### config.mk
export PLATFORM = sky130hd
export DESIGN_NAME = eth_cfg_loader
export DESIGN_NICKNAME = d
export VERILOG_FILES = /design/src/rtl/eth_cfg_loader.sv
export SDC_FILE = /design/constraint.sdc
export NUM_CORES = 1
export LEC_CHECK = 0
export CORE_ASPECT_RATIO = 1.2
export CORE_MARGIN = 5
export CORE_UTILIZATION = 60
export DETAILED_ROUTE_END_ITERATION = 6
export DONT_BUFFER_PORTS = 1
export GPL_ROUTABILITY_DRIVEN = 0
export GPL_TIMING_DRIVEN = 0
export PLACE_DENSITY = 0.76
export SLEW_MARGIN = 15
export SYNTH_ARGS = -nofsm -noshare
export SYNTH_HDL_FRONTEND = slang
export SYNTH_SLANG_ARGS = --single-unit
### constraint.sdc
create_clock -name cfg_clk -period 5 [get_ports cfg_clk]
set_input_delay 1 -clock cfg_clk [delete_from_list [all_inputs] [get_ports cfg_clk]]
set_output_delay 1 -clock cfg_clk [all_outputs]
set_load 0.005 [all_outputs]
### src/rtl/eth_cfg_loader.sv
// rtl/eth_cfg_loader.sv - snapshots MAC/IP/UDP ports and writes them into the Ethernet bridge config map
//
// Ports:
//   cfg_clk        clock
//   rst            synchronous active-high reset
//   mac/ip         station MAC (mac[47:40] first octet) and IPv4 address (ip[31:24] first octet)
//   udp_ports      NPORTS x 16-bit UDP ports, port n at [16n+15:16n]
//   rx_en_req      host request for receive enable
//   load           single-cycle (re)load request
//   cfg_valid      write strobe, one cycle per byte
//   cfg_addr       write address, [4]=0 MAC/IP bank, [4]=1 UDP bank
//   cfg_wdata      write byte
//   cfg_enable_rx  receive enable to the bridge
//   busy/done      sequence in progress / one-cycle completion pulse
//   load_count     completed sequences, wraps at 255
module eth_cfg_loader #(
    parameter int NPORTS      = 2,
    parameter int GAP         = 0,
    parameter int QUIESCE_CYC = 16,
    parameter int AUTO_LOAD   = 1
) (
    input  logic                  cfg_clk,
    input  logic                  rst,
    input  logic [47:0]           mac,
    input  logic [31:0]           ip,
    input  logic [16*NPORTS-1:0]  udp_ports,
    input  logic                  rx_en_req,
    input  logic                  load,
    output logic                  cfg_valid,
    output logic [4:0]            cfg_addr,
    output logic [7:0]            cfg_wdata,
    output logic                  cfg_enable_rx,
    output logic                  busy,
    output logic                  done,
    output logic [7:0]            load_count
);

    localparam logic [4:0] LAST_IDX = 5'(10 + 2 * NPORTS - 1);
    localparam logic [3:0] GAP_V    = 4'(GAP);
    localparam logic [7:0] Q_LAST   = 8'(QUIESCE_CYC - 1);

    typedef enum logic [2:0] {
        IDLE     = 3'd0,
        QUIESCE  = 3'd1,
        WR_MACIP = 3'd2,
        WR_UDP   = 3'd3,
        FINISH   = 3'd4
    } state_t;

    state_t        state;
    state_t        state_nx;
    logic [7:0]    qcnt;
    logic [3:0]    gcnt;
    logic [4:0]    widx;
    logic          pend;
    logic          auto_req;
    logic [79:0]   macip_snap;
    logic [127:0]  ports_snap;

    logic          writing;
    logic          last_wr;
    logic          start;
    logic [3:0]    mi;
    logic [3:0]    uidx;

    logic          valid_d;
    logic [4:0]    addr_d;
    logic [7:0]    wdata_d;
    logic          en_d;
    logic          busy_d;
    logic          done_d;
    logic [7:0]    count_d;

    // A byte goes out whenever a write state has exhausted its inter-write gap.
    assign writing = ((state == WR_MACIP) || (state == WR_UDP)) && (gcnt == 4'd0);
    assign last_wr = writing && (widx == LAST_IDX);
    // A new sequence begins from IDLE on a request, or straight out of FINISH
    // when a request arrived during the previous sequence.
    assign start   = ((state == IDLE) && (load || auto_req)) ||
                     ((state == FINISH) && (pend || load));

    // MAC/IP bytes are stored first-octet-high, so byte k sits 9-k octets up.
    assign mi   = 4'd9 - widx[3:0];
    // UDP byte index relative to the start of the UDP bank (wraps correctly mod 16).
    assign uidx = widx[3:0] - 4'd10;

    always_ff @(posedge cfg_clk) begin
        if (rst) begin
            state <= IDLE;
        end else begin
            state <= state_nx;
        end
    end

    always_comb begin
        state_nx = state;
        case (state)
            IDLE:     if (load || auto_req) state_nx = QUIESCE;
            QUIESCE:  if (qcnt == Q_LAST) state_nx = WR_MACIP;
            WR_MACIP: if (writing && widx == 5'd9) state_nx = WR_UDP;
            WR_UDP:   if (last_wr) state_nx = FINISH;
            FINISH:   state_nx = (pend || load) ? QUIESCE : IDLE;
            default:  state_nx = IDLE;
        endcase
    end

    always_comb begin
        valid_d = writing;
        addr_d  = cfg_addr;
        wdata_d = cfg_wdata;
        if (writing) begin
            if (widx < 5'd10) begin
                addr_d  = widx;
                wdata_d = macip_snap[{mi, 3'b000} +: 8];
            end else begin
                addr_d  = {1'b1, uidx};
                // Port n high byte is addressed first; its bit offset is 16n+8.
                wdata_d = ports_snap[{uidx[3:1], ~uidx[0], 3'b000} +: 8];
            end
        end
        busy_d  = (state == QUIESCE) || (state == WR_MACIP) || (state == WR_UDP);
        done_d  = (state == FINISH);
        count_d = load_count + {7'd0, state == FINISH};
        // FINISH is visible as the first idle cycle, unless another sequence
        // follows immediately, in which case reception stays quiesced.
        en_d    = rx_en_req && ((state == IDLE) ||
                                ((state == FINISH) && !pend && !load));
    end

    always_ff @(posedge cfg_clk) begin
        if (rst) begin
            qcnt          <= 8'd0;
            gcnt          <= 4'd0;
            widx          <= 5'd0;
            pend          <= 1'b0;
            auto_req      <= (AUTO_LOAD != 0);
            macip_snap    <= 80'd0;
            ports_snap    <= 128'd0;
            cfg_valid     <= 1'b0;
            cfg_addr      <= 5'd0;
            cfg_wdata     <= 8'd0;
            cfg_enable_rx <= 1'b0;
            busy          <= 1'b0;
            done          <= 1'b0;
            load_count    <= 8'd0;
        end else begin
            auto_req <= 1'b0;

            if (state == FINISH) begin
                pend <= 1'b0;
            end else if (load && state != IDLE) begin
                pend <= 1'b1;
            end

            if (start) begin
                macip_snap <= {mac, ip};
                ports_snap <= 128'(udp_ports);
                qcnt       <= 8'd0;
            end else if (state == QUIESCE) begin
                qcnt <= qcnt + 8'd1;
            end

            if (state == QUIESCE) begin
                gcnt <= 4'd0;
                widx <= 5'd0;
            end else if (state == WR_MACIP || state == WR_UDP) begin
                if (writing) begin
                    widx <= widx + 5'd1;
                    gcnt <= GAP_V;
                end else begin
                    gcnt <= gcnt - 4'd1;
                end
            end

            cfg_valid     <= valid_d;
            cfg_addr      <= addr_d;
            cfg_wdata     <= wdata_d;
            cfg_enable_rx <= en_d;
            busy          <= busy_d;
            done          <= done_d;
            load_count    <= count_d;
        end
    end

endmodule

==> impl_metrics.ini <==
[floorplanning]
die_w_um = 107
dieHeight_um = 126
initial_core_util_pct = 61.1
dieArea_um2 = 13500
core-area_um2 = 11000
ios = 141
rows = 42

[clocking]
clkSinkCount = 159
h-tree-depth = 4
cts_buffers = 17
post-cts-setup-buffers = 0
clk_pin_slew_ns = 0.06
clock_path_buffers = 2
clock_latency_ns = 0.41
root_buffer = clkbuf_16
cts_resized = 0
holdBufCountCts = 0
tritoncts = done

[worst_setup_path]
cp_cell_sequence = buf_2 > inv_1 > ha_1 > buf_2 > nor4b_1 > nand2_1 > o21ai_0 > a221oi_1 > a211oi_1
reg2reg_to = cfg_wdata[3]$_SDFFE_PP0P_
rr_worst_depth = 9
required_ns = 5.32
reg2reg_slack_ns = 2.06
cp_slowest_cell = dfxtp_1
path_common_cell = buf_2
cp.arrival_ns = 3.26
critical_path.max_fanout = 10
path_class = reg2reg
cp-start-kind = register
cpPeakStageDelay_ns = 0.51
reg2reg_from = widx[1]$_SDFFE_PP0P_
worst_setup_path_end_kind = register

[yosys]
synth_compound_area_share_pct = 13.9
synth_mux_area_share_pct = 10.5
synth-simple-area-share_pct = 20.0
synth_top_family_by_area = simple AND/OR/NAND/NOR gates
synth-xor-area-share_pct = 2.47
async_flop_share_pct = 0
synth-adder-area-share_pct = 1.48
synth_edf_count = 0
ys.warnings.count = 0
synth_ff_type = dfxtp_1
syn_area_per_cell_um2 = 8.66
synthDistinctLibCells = 48
synthCells = 779
synth_area_um2 = 6750
ys_seq_area_share_pct = 47.2
synth_fp_nets = 903
synth_seq_cells = 159

[layout]
mostFrequentLayoutCells = nand2_1 (238), dfxtp_1 (159), a21oi_1 (125)
final_common_cell = nand2_1
multi_input_area_um2 = 3260
layout.nets = 922
area_growth_pct = 11.6
final_cells = 941
register_area_um2 = 3180
fill_cells = 891
drive_above_1_share_pct = 10.4
post-route-util_pct = 68.2
diodes = 0

[outcome]
outcome = finished, final reports clean

[hold_path]
min-delay-start = macip_snap[0]$_SDFFE_PP0P_
hold-path-endpoint = macip_snap[0]$_SDFFE_PP0P_
hold_depth = 2
min_path_type = reg2reg

[timing]
worst_pin_slew_ns = 0.718
post-route-min-period_ns = 2.94
hold_viol = 0
period_share_pct = 58.8
setup_viol = 0
grt_setup_unrepaired = no
fin_hold_ws_ns = 0.451
max_freq_mhz = 340
fin_skew_ns = 0.00516
maxSlewViolCount = 0
relSlewSlack_pct = 52.2
finalSetupTns_ns = 0

[drt]
drt_iter0_drc = 366
drtPass1Iterations = 5
post_drt_wl_per_cell_um = 18.9
drcViolationCount = 0
route.vias.total = 5641
wl_um = 17700
vias_per_cell = 5.99
ant_nets = 0

[pwr]
clock_power_share_pct = 31.5
internal_power_mw = 2.85
ir_worst_vdd_uv = 388
seqPwrFrac_pct = 39.5
power.leakage_nw = 2.88
p_total_mw = 4.31
p_switching_mw = 1.46
power_density_nw_per_um2 = 573
p_sw_share_pct = 33.8
p_comb_share_pct = 29.0

[global_routing]
grt_pass1_vias = 5642
grt_max_degree = 17
grt-ovfl-total = 0
antenna_found_initial = 0
grtUsageTotal_pct = 26.5
grt_pass1_wl_um = 28000

[place]
io_buffers = 0
dp_hpwl_um = 13200
place_inst = 911

[job]
maxCapViolCount = 0
[per-layer routing]
metal / share of wire [%] / wire (um) / GRT usage, % / up-vias
li1: - / - / - / 2705
met1: 39 / 7000 / 31.4 / 2681
met2: 50 / 8890 / 45.6 / 218
met3: 7.8 / 1380 / 8.14 / 37
met4: 2.6 / 468 / 8.73 / 0
met5: 0 / 0 / 0 / -
[registers in the layout (all words and copies together) (netlist names)]
register       count
busy               1
gcnt               4
done               1
widx               5
load_count         8
cfg_addr           5
cfg_valid          1
cfg_wdata          8
pend               1
state              3
qcnt               8
ports_snap        32
cfg_enable_rx      1
macip_snap        80
auto_req           1
[power groups by stage]
stage | sequential (mW) | clock (mW) | combinational [mW]
after floorplan | 1.66 | 0 | 0.944
after global placement | 1.71 | 0 | 1.19
after global routing | 1.73 | 1.42 | 1.39
after detailed placement | 1.72 | 0 | 1.24
final | 1.70 | 1.36 | 1.25
after CTS | 1.70 | 1.36 | 1.25
[per-stage QoR]
stage | area (um2) | worst slack (ns)
after floorplan | 6750 | 2.68
after global placement | 6910 | 2.23
after detailed placement | 6910 | 2.15
after CTS | 7530 | 2.07
after global routing | 7530 | 1.80
final | 7530 | 2.06
[worst max-delay path: cells and delay by family (launching register included)]
family	cells	cell delay, ns
fa+ha+maj	1	0.40
compound gates	3	0.76
flops	1	0.51
simple gates	2	0.46
buf+inv	3	0.72
[cells in the mapped netlist, drive strengths merged (3+ instances only)]
cell / count / share of area [%]
nor3: 9 / 0.67
a221oi: 8 / 1.0
nor2b: 5 / 0.50
a211oi: 10 / 1.1
dfxtp: 159 / 47
ha: 8 / 1.5
nor2: 40 / 2.2
clkbuf: 23 / 1.3
o211ai: 8 / 0.89
inv: 6 / 0.33
a21oi: 125 / 9.3
xor2: 10 / 1.3
and3: 5 / 0.46
nand3: 8 / 0.67
o21ai: 14 / 1.1
mux2i: 10 / 1.5
nand2b: 3 / 0.28
buf: 35 / 2.9
mux4: 24 / 8.6
nand4: 3 / 0.28
xnor2: 9 / 1.2
nand2: 238 / 13
[cell families after synthesis]
kind of cell | after synthesis
simple gates | 324
compound gates | 169
flops | 159
buf+inv | 64
mux | 36
xor+xnor | 19
fa+ha+maj | 8
[how the worst max path moves through the flow]
stage                              start                   endpoint  cells past startpoint
floorplan           widx[1]$_SDFFE_PP0P_  cfg_wdata[5]$_SDFFE_PP0P_                      7
global placement    widx[1]$_SDFFE_PP0P_  cfg_wdata[3]$_SDFFE_PP0P_                      9
detailed placement  widx[1]$_SDFFE_PP0P_  cfg_wdata[3]$_SDFFE_PP0P_                      9
CTS                 widx[1]$_SDFFE_PP0P_  cfg_wdata[3]$_SDFFE_PP0P_                      9
global route        widx[1]$_SDFFE_PP0P_  cfg_wdata[3]$_SDFFE_PP0P_                      9
finish              widx[1]$_SDFFE_PP0P_  cfg_wdata[3]$_SDFFE_PP0P_                      9
[area by class of cell]
| cell class | instances | area share [%] |
|---|---|---|
| Clock inverter | 11 | 2.18 |
| Inverter | 6 | 0.299 |
| Sequential cell | 159 | 42.3 |
| Tap cell | 132 | 2.19 |
| Clock buffer | 19 | 6.02 |
| Buffer | 58 | 3.77 |
| Multi-Input combinational cell | 556 | 43.3 |
(Power assumes the default switching activity.)
==> RTL change: new RTL, same settings <==
`AUTO_LOAD`: 1 -> 0.
--- a/src/rtl/eth_cfg_loader.sv
+++ b/src/rtl/eth_cfg_loader.sv
@@ -17,7 +17,7 @@
     parameter int NPORTS      = 2,
     parameter int GAP         = 0,
     parameter int QUIESCE_CYC = 16,
-    parameter int AUTO_LOAD   = 1
+    parameter int AUTO_LOAD   = 0
 ) (
     input  logic                  cfg_clk,
     input  logic                  rst,
Check against the original RTL: not equivalent (a bounded check fails within 4 cycles, from zero or initial values and one cycle with rst high).
==> RTL change against the original RTL <==
  * Sequential cell count decreased by 1
  * Cell area about the same
  * Utilization shrank 0.057 points
  * Worst setup slack worse by 0.018 ns
  * Final cell count is 1.3% higher
  * Wire length grew 3.3%
  * Combinational power down 10%
  * Largest cell class unchanged
  * Synthesized cell count up 1.3%
  * Critical endpoint is now cfg_wdata[6]
  * Area after synthesis increased by 0.20%
  * Fmax fell by 0.59%
  * Total power decreased by 6.7%
  * Die area up 0.18%
  * Count of clock-buffer cells in the layout decreased by 1
==> RTL change: results (changes against the original RTL) <==
Outcome
  • Status: completed

Drt
  • Drt first-iter violations: 368 (+0.55%)
  • DR vias/cell: 6.072 (+1.3%)
  • Detailed Route WL: 18.32 mm (+3.3%)

Final layout
  • # fillers: 905 (+1.6%)
  • Antenna cells: 0 (unchanged)
  • Ratio of cells with drive above 1 in the final layout: 0.1048 (+0.0009184)
  • Net count, final: 932 (+1.1%)

CTS
  • CTS Buf Count: 17 (unchanged)
  • Post_cts resized: 0 (unchanged)
  • Clock latency on the worst-skew pair: 0.42 ns
  • Post-CTS Setup Repair Bufs: 0 (unchanged)

Global routing
  • Global Route met1 Usage: 0.3211 (+0.006737)
  • Vias in the first global route: 5884 (+4.3%)
  • Total Routing Usage GR: 0.2776 (+0.01260)
  • Met2 Usage GRT: 0.4670 (+0.01075)
  • GR Layer Usage met3: 0.1013 (+0.01996)
  • Global-route wire length before repair: 29.46 mm (+5.0%)

Yosys
  • Synth cell count leaders: nand2_1, dfxtp_1, a21oi_1
  • Post-synthesis sequential area ratio: 0.4678 (-0.003921)
  • Asr flop ratio synth: 0 (unchanged)
  • Syn_nets: 913 (+1.1%)
  • Post-synth cell types: 49 (+2.1%)
  • Synth Area per Inst: 8.570 um^2 (-1.1%)
  • Largest cells by area after synthesis: dfxtp_1, nand2_1, a21oi_1

Setup path
  • Crit-path leading delay family: buffers and inverters
  • Slowest cell on the critical path: nor3_1
  • CP arrival: 3.29 ns (+0.03 ns)
  • Max incr delay on CP: 0.67 ns (+0.16 ns)

Power
  • Maximum vdd drop: 0.3111 mV (-20%)
  • Internal power: 2.643 mW (-7.4%)
  • Pleak: 2.748 nW (-4.5%)

Timing
  • Rel. slew slack: 0.5016 (-0.01993)
  • Layout Skew: 0.006345 ns (+0.001180 ns)
  • Max-slew violations: 0 (unchanged)

Placed design
  • Port Buffers: 0 (unchanged)
  • Post-detail-place hpwl: 13.74 mm (+4.2%)

Min path
  • Hold crit path type: reg -> reg
[RTL change: cell count changes in the layout (fill, tap and decap cells not counted), sizes merged, moves of 4 or more]
cell,before,now
a211oi,10,5
a221oi,8,0
a22oi,0,7
a311oi,0,6
buf,35,25
clkbuf,42,56
inv,7,11
mux2i,10,15
nor2,40,30
nor3,9,24
o211ai,8,0
o21ai,14,9
[RTL change: worst paths after layout]
kind | start | to | slack, ns | cells past startpoint
worst max-delay path | widx[1] | cfg_wdata[6] | 2.04 | 9
worst min-delay path | macip_snap[36] | macip_snap[36] | 0.45 | 2
worst max register to register | widx[1] | cfg_wdata[6] | 2.04 | 9
worst min register to register | macip_snap[36] | macip_snap[36] | 0.45 | 2
[RTL change: power by group through the flow]
stage	registers, mW	logic (mW)	clock network, mW
after floorplan	1.58	0.844	0
after global placement	1.61	1.08	0
after detailed placement	1.63	1.11	0
after CTS	1.60	1.12	1.31
after global routing	1.63	1.24	1.37
final	1.60	1.12	1.30
[RTL change: worst min-delay path: stages, from the launching register on]
cell and delay (ns):
dfxtp_1 0.31, nand2_1 0.05, a21oi_1 0.05
[RTL change: logic make-up (layout without fill, tap and decap cells)]
kind of cell / after synthesis / in the layout / share of synthesized area
simple gates: 334 / 334 / 0.2150
mux: 38 / 38 / 0.09715
fa+ha+maj: 8 / 8 / 0.01480
flops: 158 / 158 / 0.4678
buf+inv: 69 / 101 / 0.04663
compound gates: 161 / 161 / 0.1314
xor+xnor: 21 / 21 / 0.02720
[RTL change: per-layer routing]
metal	vias to the layer above	share of wire
met5	-	0
met4	0	0.027
met3	43	0.096
met2	272	0.50
met1	2752	0.38
li1	2720	-
[RTL change: per-stage QoR]
| step | std cells | worst slack, ns | utilization | total power [mW] | cell area [um^2] |
|---|---|---|---|---|---|
| finish | 953 | 2.042 | 0.6817 | 4.025 | 7523 |
| global route | 953 | 1.804 | 0.6817 | 4.236 | 7523 |
| CTS | 953 | 2.068 | 0.6817 | 4.023 | 7523 |
| detailed placement | 921 | 2.105 | 0.6277 | 2.735 | 6927 |
| global placement | 921 | 2.140 | 0.6277 | 2.689 | 6927 |
| floorplan | 789 | 2.673 | - | 2.424 | 6761 |
[RTL change: layout make-up]
class | instances | area share
sequential | 158 | 0.4204
inverter | 6 | 0.002994
clock buffer | 18 | 0.05837
buffer | 63 | 0.03892
tap | 132 | 0.02195
multi-input combinational | 562 | 0.4364
clock inverter | 14 | 0.02095
